[src/rtl/fft_stage_sequencer.sv]
// Frame-level run controller for a radix-2 FFT: load N samples, step the stage
// controller through every stage with a per-stage watchdog, then unload the result.
module fft_stage_sequencer #(
  parameter int NUMSTAGES = 5,
  parameter int TIMEOUT   = 64
) (
  input  logic                 clk,
  input  logic                 rst_n,
  input  logic                 start,
  input  logic                 in_valid,
  output logic                 in_ready,
  output logic [NUMSTAGES-1:0] ld_addr,
  output logic                 ld_we,
  output logic                 stage_en,
  output logic [2:0]           stage_num,
  input  logic                 stage_done,
  output logic                 out_valid,
  input  logic                 out_ready,
  output logic [NUMSTAGES-1:0] rd_addr,
  output logic                 busy,
  output logic                 done,
  output logic                 err
);

  localparam int WDOG_W = (TIMEOUT > 1) ? $clog2(TIMEOUT) : 1;
  localparam logic [NUMSTAGES-1:0] LAST_ADDR  = '1;
  localparam logic [2:0]           LAST_STAGE = 3'(NUMSTAGES - 1);
  localparam logic [WDOG_W-1:0]    WDOG_LIMIT = WDOG_W'(TIMEOUT - 1);

  if (NUMSTAGES < 1 || NUMSTAGES > 8) begin : g_bad_numstages
    $error("fft_stage_sequencer: NUMSTAGES must lie in 1..8 (stage_num is 3 bits)");
  end
  if (TIMEOUT < 1) begin : g_bad_timeout
    $error("fft_stage_sequencer: TIMEOUT must be at least 1");
  end

  typedef enum logic [2:0] {
    S_IDLE,
    S_LOAD,
    S_RUN,
    S_GAP,
    S_UNLOAD
  } state_e;

  state_e                 state_q, state_d;
  logic                   sd_q, sd_d;
  logic [NUMSTAGES-1:0]   ld_addr_q, ld_addr_d;
  logic [NUMSTAGES-1:0]   rd_addr_q, rd_addr_d;
  logic [2:0]             stage_num_q, stage_num_d;
  logic [WDOG_W-1:0]      wdog_q, wdog_d;
  logic                   err_q, err_d;
  logic                   done_q, done_d;
  logic                   tog;

  // stage_done is a level that flips once per finished stage; an edge is a completion.
  assign sd_d = stage_done;
  assign tog  = stage_done ^ sd_q;

  assign in_ready  = (state_q == S_LOAD);
  assign ld_we     = in_valid & in_ready;
  assign stage_en  = (state_q == S_RUN);
  assign out_valid = (state_q == S_UNLOAD);
  assign busy      = (state_q != S_IDLE);
  assign done      = done_q;
  assign err       = err_q;
  assign ld_addr   = ld_addr_q;
  assign rd_addr   = rd_addr_q;
  assign stage_num = stage_num_q;

  always_comb begin
    state_d     = state_q;
    ld_addr_d   = ld_addr_q;
    rd_addr_d   = rd_addr_q;
    stage_num_d = stage_num_q;
    wdog_d      = wdog_q;
    err_d       = err_q;
    done_d      = 1'b0;

    case (state_q)
      S_IDLE: begin
        if (start) begin
          state_d   = S_LOAD;
          err_d     = 1'b0;
          ld_addr_d = '0;
        end
      end

      S_LOAD: begin
        if (ld_we) begin
          ld_addr_d = ld_addr_q + 1'b1;
          if (ld_addr_q == LAST_ADDR) begin
            state_d     = S_RUN;
            stage_num_d = '0;
            wdog_d      = '0;
          end
        end
      end

      S_RUN: begin
        wdog_d = wdog_q + 1'b1;
        // A completion on the final watchdog cycle still counts as a completion.
        if (tog) begin
          wdog_d = '0;
          if (stage_num_q == LAST_STAGE) begin
            state_d   = S_UNLOAD;
            rd_addr_d = '0;
          end else begin
            state_d     = S_GAP;
            stage_num_d = stage_num_q + 1'b1;
          end
        end else if (wdog_q == WDOG_LIMIT) begin
          state_d = S_IDLE;
          err_d   = 1'b1;
          wdog_d  = '0;
        end
      end

      S_GAP: begin
        wdog_d  = '0;
        state_d = S_RUN;
      end

      S_UNLOAD: begin
        if (out_valid && out_ready) begin
          rd_addr_d = rd_addr_q + 1'b1;
          if (rd_addr_q == LAST_ADDR) begin
            state_d = S_IDLE;
            done_d  = 1'b1;
          end
        end
      end

      default: state_d = S_IDLE;
    endcase
  end

  always_ff @(posedge clk) begin
    sd_q <= sd_d;
    if (!rst_n) begin
      state_q     <= S_IDLE;
      ld_addr_q   <= '0;
      rd_addr_q   <= '0;
      stage_num_q <= '0;
      wdog_q      <= '0;
      err_q       <= 1'b0;
      done_q      <= 1'b0;
    end else begin
      state_q     <= state_d;
      ld_addr_q   <= ld_addr_d;
      rd_addr_q   <= rd_addr_d;
      stage_num_q <= stage_num_d;
      wdog_q      <= wdog_d;
      err_q       <= err_d;
      done_q      <= done_d;
    end
  end

endmodule
[config.mk]
export PLATFORM = sky130hd
export DESIGN_NAME = fft_stage_sequencer
export DESIGN_NICKNAME = d
export VERILOG_FILES = /design/src/rtl/fft_stage_sequencer.sv
export SDC_FILE = /design/constraint.sdc
export NUM_CORES = 1
export LEC_CHECK = 0
export ABC_AREA = 1
export CAP_MARGIN = 20
export CORE_ASPECT_RATIO = 1.1
export CORE_MARGIN = 2
export CORE_UTILIZATION = 55
export DETAILED_ROUTE_END_ITERATION = 16
export PLACE_DENSITY_LB_ADDON = 0.08
export REMOVE_ABC_BUFFERS = 1
export SETUP_SLACK_MARGIN = 0.1
export SLEW_MARGIN = 40
export SYNTH_ARGS = -nofsm -noshare
export SYNTH_HDL_FRONTEND = slang
export SYNTH_SLANG_ARGS = --single-unit
[constraint.sdc]
create_clock -name clk -period 3.6 [get_ports clk]
set_clock_uncertainty 0.05 [all_clocks]
set_input_delay 0.72 -clock clk [delete_from_list [all_inputs] [get_ports clk]]
set_output_delay 0.72 -clock clk [all_outputs]
set_load 0.05 [all_outputs]
# After elaboration in Yosys (flattened, before gate mapping)
# Index checks and enable logic that the tools add are counted.
# op_classes
n_bitwise,2
n_reduce_logical,15
mux,31
n_eq_ne,19
n_addsub,4
# op_table
cell,count
3-bit two-way mux,12
5-bit two-way mux,5
6-bit two-way mux,4
5-bit case mux with 2 select lines,2
6-bit case mux with 3 select lines,1
3-bit case mux with 5 select lines,1
"2-bit by 1-bit inequality test with 1-bit output, second input constant",7
"5-bit by 1-bit adder with 5-bit output, second input constant",2
"5-bit equality test, second input constant",2
3-bit AND reduction,3
4-bit AND reduction,2
2-bit nonzero test,4
"6-bit by 1-bit adder with 6-bit output, second input constant",1
"3-bit by 2-bit equality test with 1-bit output, second input constant",2
"3-bit equality test, second input constant",2
"6-bit equality test, second input constant",1
"2-bit inequality test, second input constant",3
3-bit case mux with 2 select lines,1
6-bit AND reduction,1
3-bit nonzero test,2
5-bit AND reduction,1
1-bit two-way mux,4
"3-bit by 1-bit adder with 3-bit output, second input constant",1
"3-bit by 1-bit equality test with 1-bit output, second input constant",1
6 further kinds,6
# word_totals
word_cells,79
out_inout_bits,20
register_bits,25

# Depth between registers and ports, before layout
# logic_depth
depth_word,4
ltp_mapped,10

# Worst setup path after synthesis
# OpenSTA, ideal clock, no wires.
# synth_timing
kind,reg-to-output
from,reg state_q[2]
to,out ld_we
path_stages_with_launch,6
slack_ps,1442
n_path_buf,0
arrival_time_ps,1388
required_time_ps,2830
cell_sequence,dfxtp_1 inv_1 nand2_1 nor2_4 nand2_1 inv_1
# synth_between
elab_chain_cells,2
# synth_rtl
element,line,text
"start, declared",45,"state_e state_q, state_d;"
"start signal, assigned",148,state_q <= state_d;
3-bit by 1-bit equality test with 1-bit output,59,assign in_ready = (state_q == S_LOAD);
named net in_ready,11,"output logic in_ready,"
1-bit bitwise AND,60,assign ld_we = in_valid & in_ready;
"end, declared",13,"output logic ld_we,"
# The timed path passes the listed nets, and every way through them passes these cells.

# Worst setup path in the final report
# layout_timing
from,in in_valid
to,out ld_we
# layout_between
elab_chain_cells,1
# layout_rtl
element,line,text
"start, declared",10,"input logic in_valid,"
1-bit bitwise AND,60,
# Every way passes these cells.

==> flow_summary.json <==
{
  "synth_cell_types": 22,
  "cts_buffers": 3,
  "max-cap-violations": 0,
  "clk_path_buf_depth": 2,
  "numPlacedInstances": 258,
  "required_ns": 2.83,
  "drt_iter0_markers": 43,
  "layout_commonest_cell": "sky130_fd_sc_hd__nand2_1",
  "cts_sinks": 25,
  "tightestPinTransition_ns": 0.497,
  "crit_arrival_ns": 2.16,
  "critical_path.reg2reg.startpoint": "ld_addr[1]$_SDFFE_PN0P_",
  "n_antenna_cell": 0,
  "start_point_of_the_worst_hold_path": "err$_SDFFE_PN0P_",
  "timing.rr.end": "wdog_q[5]$_SDFFE_PN0P_",
  "worst_setup_path_end_kind": "primary output",
  "dieArea_um2": 2900,
  "routed_wire_length_per_instance_um": 11.7,
  "fin_tns_setup_ns": 0,
  "grt_max_degree": 15,
  "wire_length_of_the_first_global_routing_pass_um": 5230,
  "htree_levels": 1,
  "synthesis.area_per_instance_um2": 6.66,
  "globalRouteOverflowTotal": 0,
  "final-max-slew-violation-count": 0,
  "layout_common_cells": "55 x sky130_fd_sc_hd__nand2_1, 25 x sky130_fd_sc_hd__inv_1, 25 x sky130_fd_sc_hd__nor2_1, 25 x sky130_fd_sc_hd__dfxtp_1, 25 x sky130_fd_sc_hd__clkdlybuf4s50_1",
  "post_cts.repair.setup_buffers": 0,
  "layout_worst_path_cycle_share": 0.814,
  "dpl-instance-area_um2": 1650,
  "ys_async_sr_fraction": 0,
  "number_of_flops_mapped_to_enable_cells_by_yosys": 0,
  "clkLatencyLatePin_ns": 0.32,
  "placeableCoreArea_um2": 2300,
  "sequential_to_total_area_share_from_yosys_stat": 0.366,
  "drcViolationCount": 0,
  "groute.usage.overall": 0.227,
  "timing.final.setup_violations": 0,
  "detail_route.wirelength_um": 3070,
  "period_needed_ns": 2.93,
  "slack_of_the_worst_reg_to_reg_path_ns": 1.83,
  "cts_tree": "done",
  "postSynthRegisterBits": 25,
  "initial_utilization": 0.595,
  "number_of_filler_instances_in_the_final_layout": 195,
  "synthesis.instances": 205,
  "areaGrowthSynthToFinish_pct": 22.5,
  "post_cts_repair_resize_count": 0,
  "cts-hold-fix-buffers": 0,
  "chipWidth_um": 51.5,
  "timing_limited_maximum_frequency_mhz": 341,
  "maxSlewHeadroom": 0.668,
  "port_buffers": 25,
  "final_design_area_no_fill_um2": 1670,
  "first_global_vias": 1315,
  "worst_setup_hold_path_clk_slew_ns": 0.14,
  "layoutNonFillerInstCount": 262,
  "critical_path.startpoint_type": "primary input",
  "power.density_cell_area_nw_per_um2": 385,
  "ys_dominant_reg_cell": "sky130_fd_sc_hd__dfxtp_1",
  "final_hold_viol_count": 0,
  "cts.root.buffer_cell": "sky130_fd_sc_hd__clkbuf_4",
  "num-nets-final": 246,
  "detail_route_antenna_nets": 0,
  "syn_area_um2": 1370,
  "rsz0062_at_grt": "no",
  "finalWeightedCongestion": 0.857,
  "worst_hold_path_type": "reg2reg",
  "irDropWorstVdd_uv": 322,
  "worst_r2r_path_depth": 9,
  "layout-drive-gt1-share": 0.0647,
  "min_to": "err$_SDFFE_PN0P_",
  "largest_fanout_on_the_critical_path": 4,
  "chipHeight_um": 56.3,
  "worstHoldPathCells": 2,
  "number_of_vias_after_detailed_routing": 1392,
  "power.static_leakage_nw": 0.721,
  "crit_type": "in2out",
  "status": "finished, final reports clean",
  "place.detailed.hpwl_um": 2400,
  "drt_first_pass_iters": 4,
  "grt_antenna_before_repair": 0,
  "design.portCount": 26,
  "post_drt_via_cell_ratio": 5.31,
  "core.rowCount": 18,
  "yosys_warnings": 0
}
registers in the layout, summed over array words and instances, names as in the netlist:
name	flops
rd_addr	5
state_q	3
sd_q	1
wdog_q	6
ld_addr	5
err	1
stage_num	3
done	1
power breakdown:
| group | internal [mW] | leakage (nW) | switching (mW) |
|---|---|---|---|
| clock | 0.0417 | 0.0177 | 0.0893 |
| combinational | 0.0657 | 0.500 | 0.142 |
| sequential | 0.291 | 0.203 | 0.0152 |
metal layers:
layer	wire length (um)	global-route usage	up-vias	share of wire
met5	0	0	-	0
met4	31	0.0902	0	0.010
li1	-	-	715	-
met3	115	0.0266	4	0.037
met2	1520	0.390	24	0.50
met1	1400	0.282	649	0.46
worst max path at each step:
stage	from	end	slack [ns]	cells past startpoint
after floorplan	state_q[2]$_SDFFE_PN0P_	ld_we	1.44	5
after global placement	in_valid	ld_we	0.69	4
after detailed placement	in_valid	ld_we	0.67	4
after CTS	in_valid	ld_we	0.67	4
after global routing	state_q[2]$_SDFFE_PN0P_	ld_we	0.53	6
final	in_valid	ld_we	0.67	4
layout make-up:
type | count | area [um2] | share of cell area
multi-input cells | 149 | 749 | 0.448
flip-flops and latches | 25 | 500 | 0.299
clock buffers | 3 | 22.5 | 0.0135
inverters | 29 | 109 | 0.0650
clock inverters | 1 | 5.00 | 0.00299
well taps | 30 | 37.5 | 0.0224
repair buffers | 25 | 250 | 0.149
synthesized netlist by cell type (all sizes together), types with 2 or more instances:
master | n | area [um2]
nand3 | 14 | 70.1
o21ai | 9 | 52.6
inv | 29 | 109
nand3b | 2 | 15.0
nor2 | 28 | 123
dfxtp | 25 | 500
clkbuf | 2 | 7.51
nand4 | 6 | 37.5
nand2 | 57 | 219
nor3 | 3 | 15.0
a21oi | 17 | 85.1
xor2 | 2 | 17.5
a31oi | 2 | 12.5
ha | 7 | 87.6
cells by family (layout without fill, tap and decap cells):
kind of cell             Yosys count  count (layout)  share of synthesized area
AO/OA/AOI/OAI                     30              30                      0.121
XOR/XNOR                           2               2                     0.0128
buffers and inverters             31              58                     0.0852
AND/OR/NAND/NOR                  110             110                      0.351
flip-flops                        25              25                      0.366
adder cells (fa/ha/maj)            7               7                     0.0641
metrics by stage:
stage	setup slack, ns	util	hold slack, ns	total power [mW]
2_1_floorplan	1.44	-	0.402	0.458
3_3_place_gp	0.694	0.717	0.411	0.514
3_5_place_dp	0.670	0.717	0.409	0.518
4_1_cts	0.675	0.729	0.438	0.646
5_1_grt	0.531	0.729	0.469	0.677
6_report	0.669	0.729	0.434	0.644
critical path, cell delays in order:
cell                              delay [ns]
sky130_fd_sc_hd__clkdlybuf4s50_1        0.48
sky130_fd_sc_hd__nand2_1                0.10
sky130_fd_sc_hd__inv_1                  0.07
sky130_fd_sc_hd__clkdlybuf4s50_1        0.79
Power figures use the tool's default switching activity.
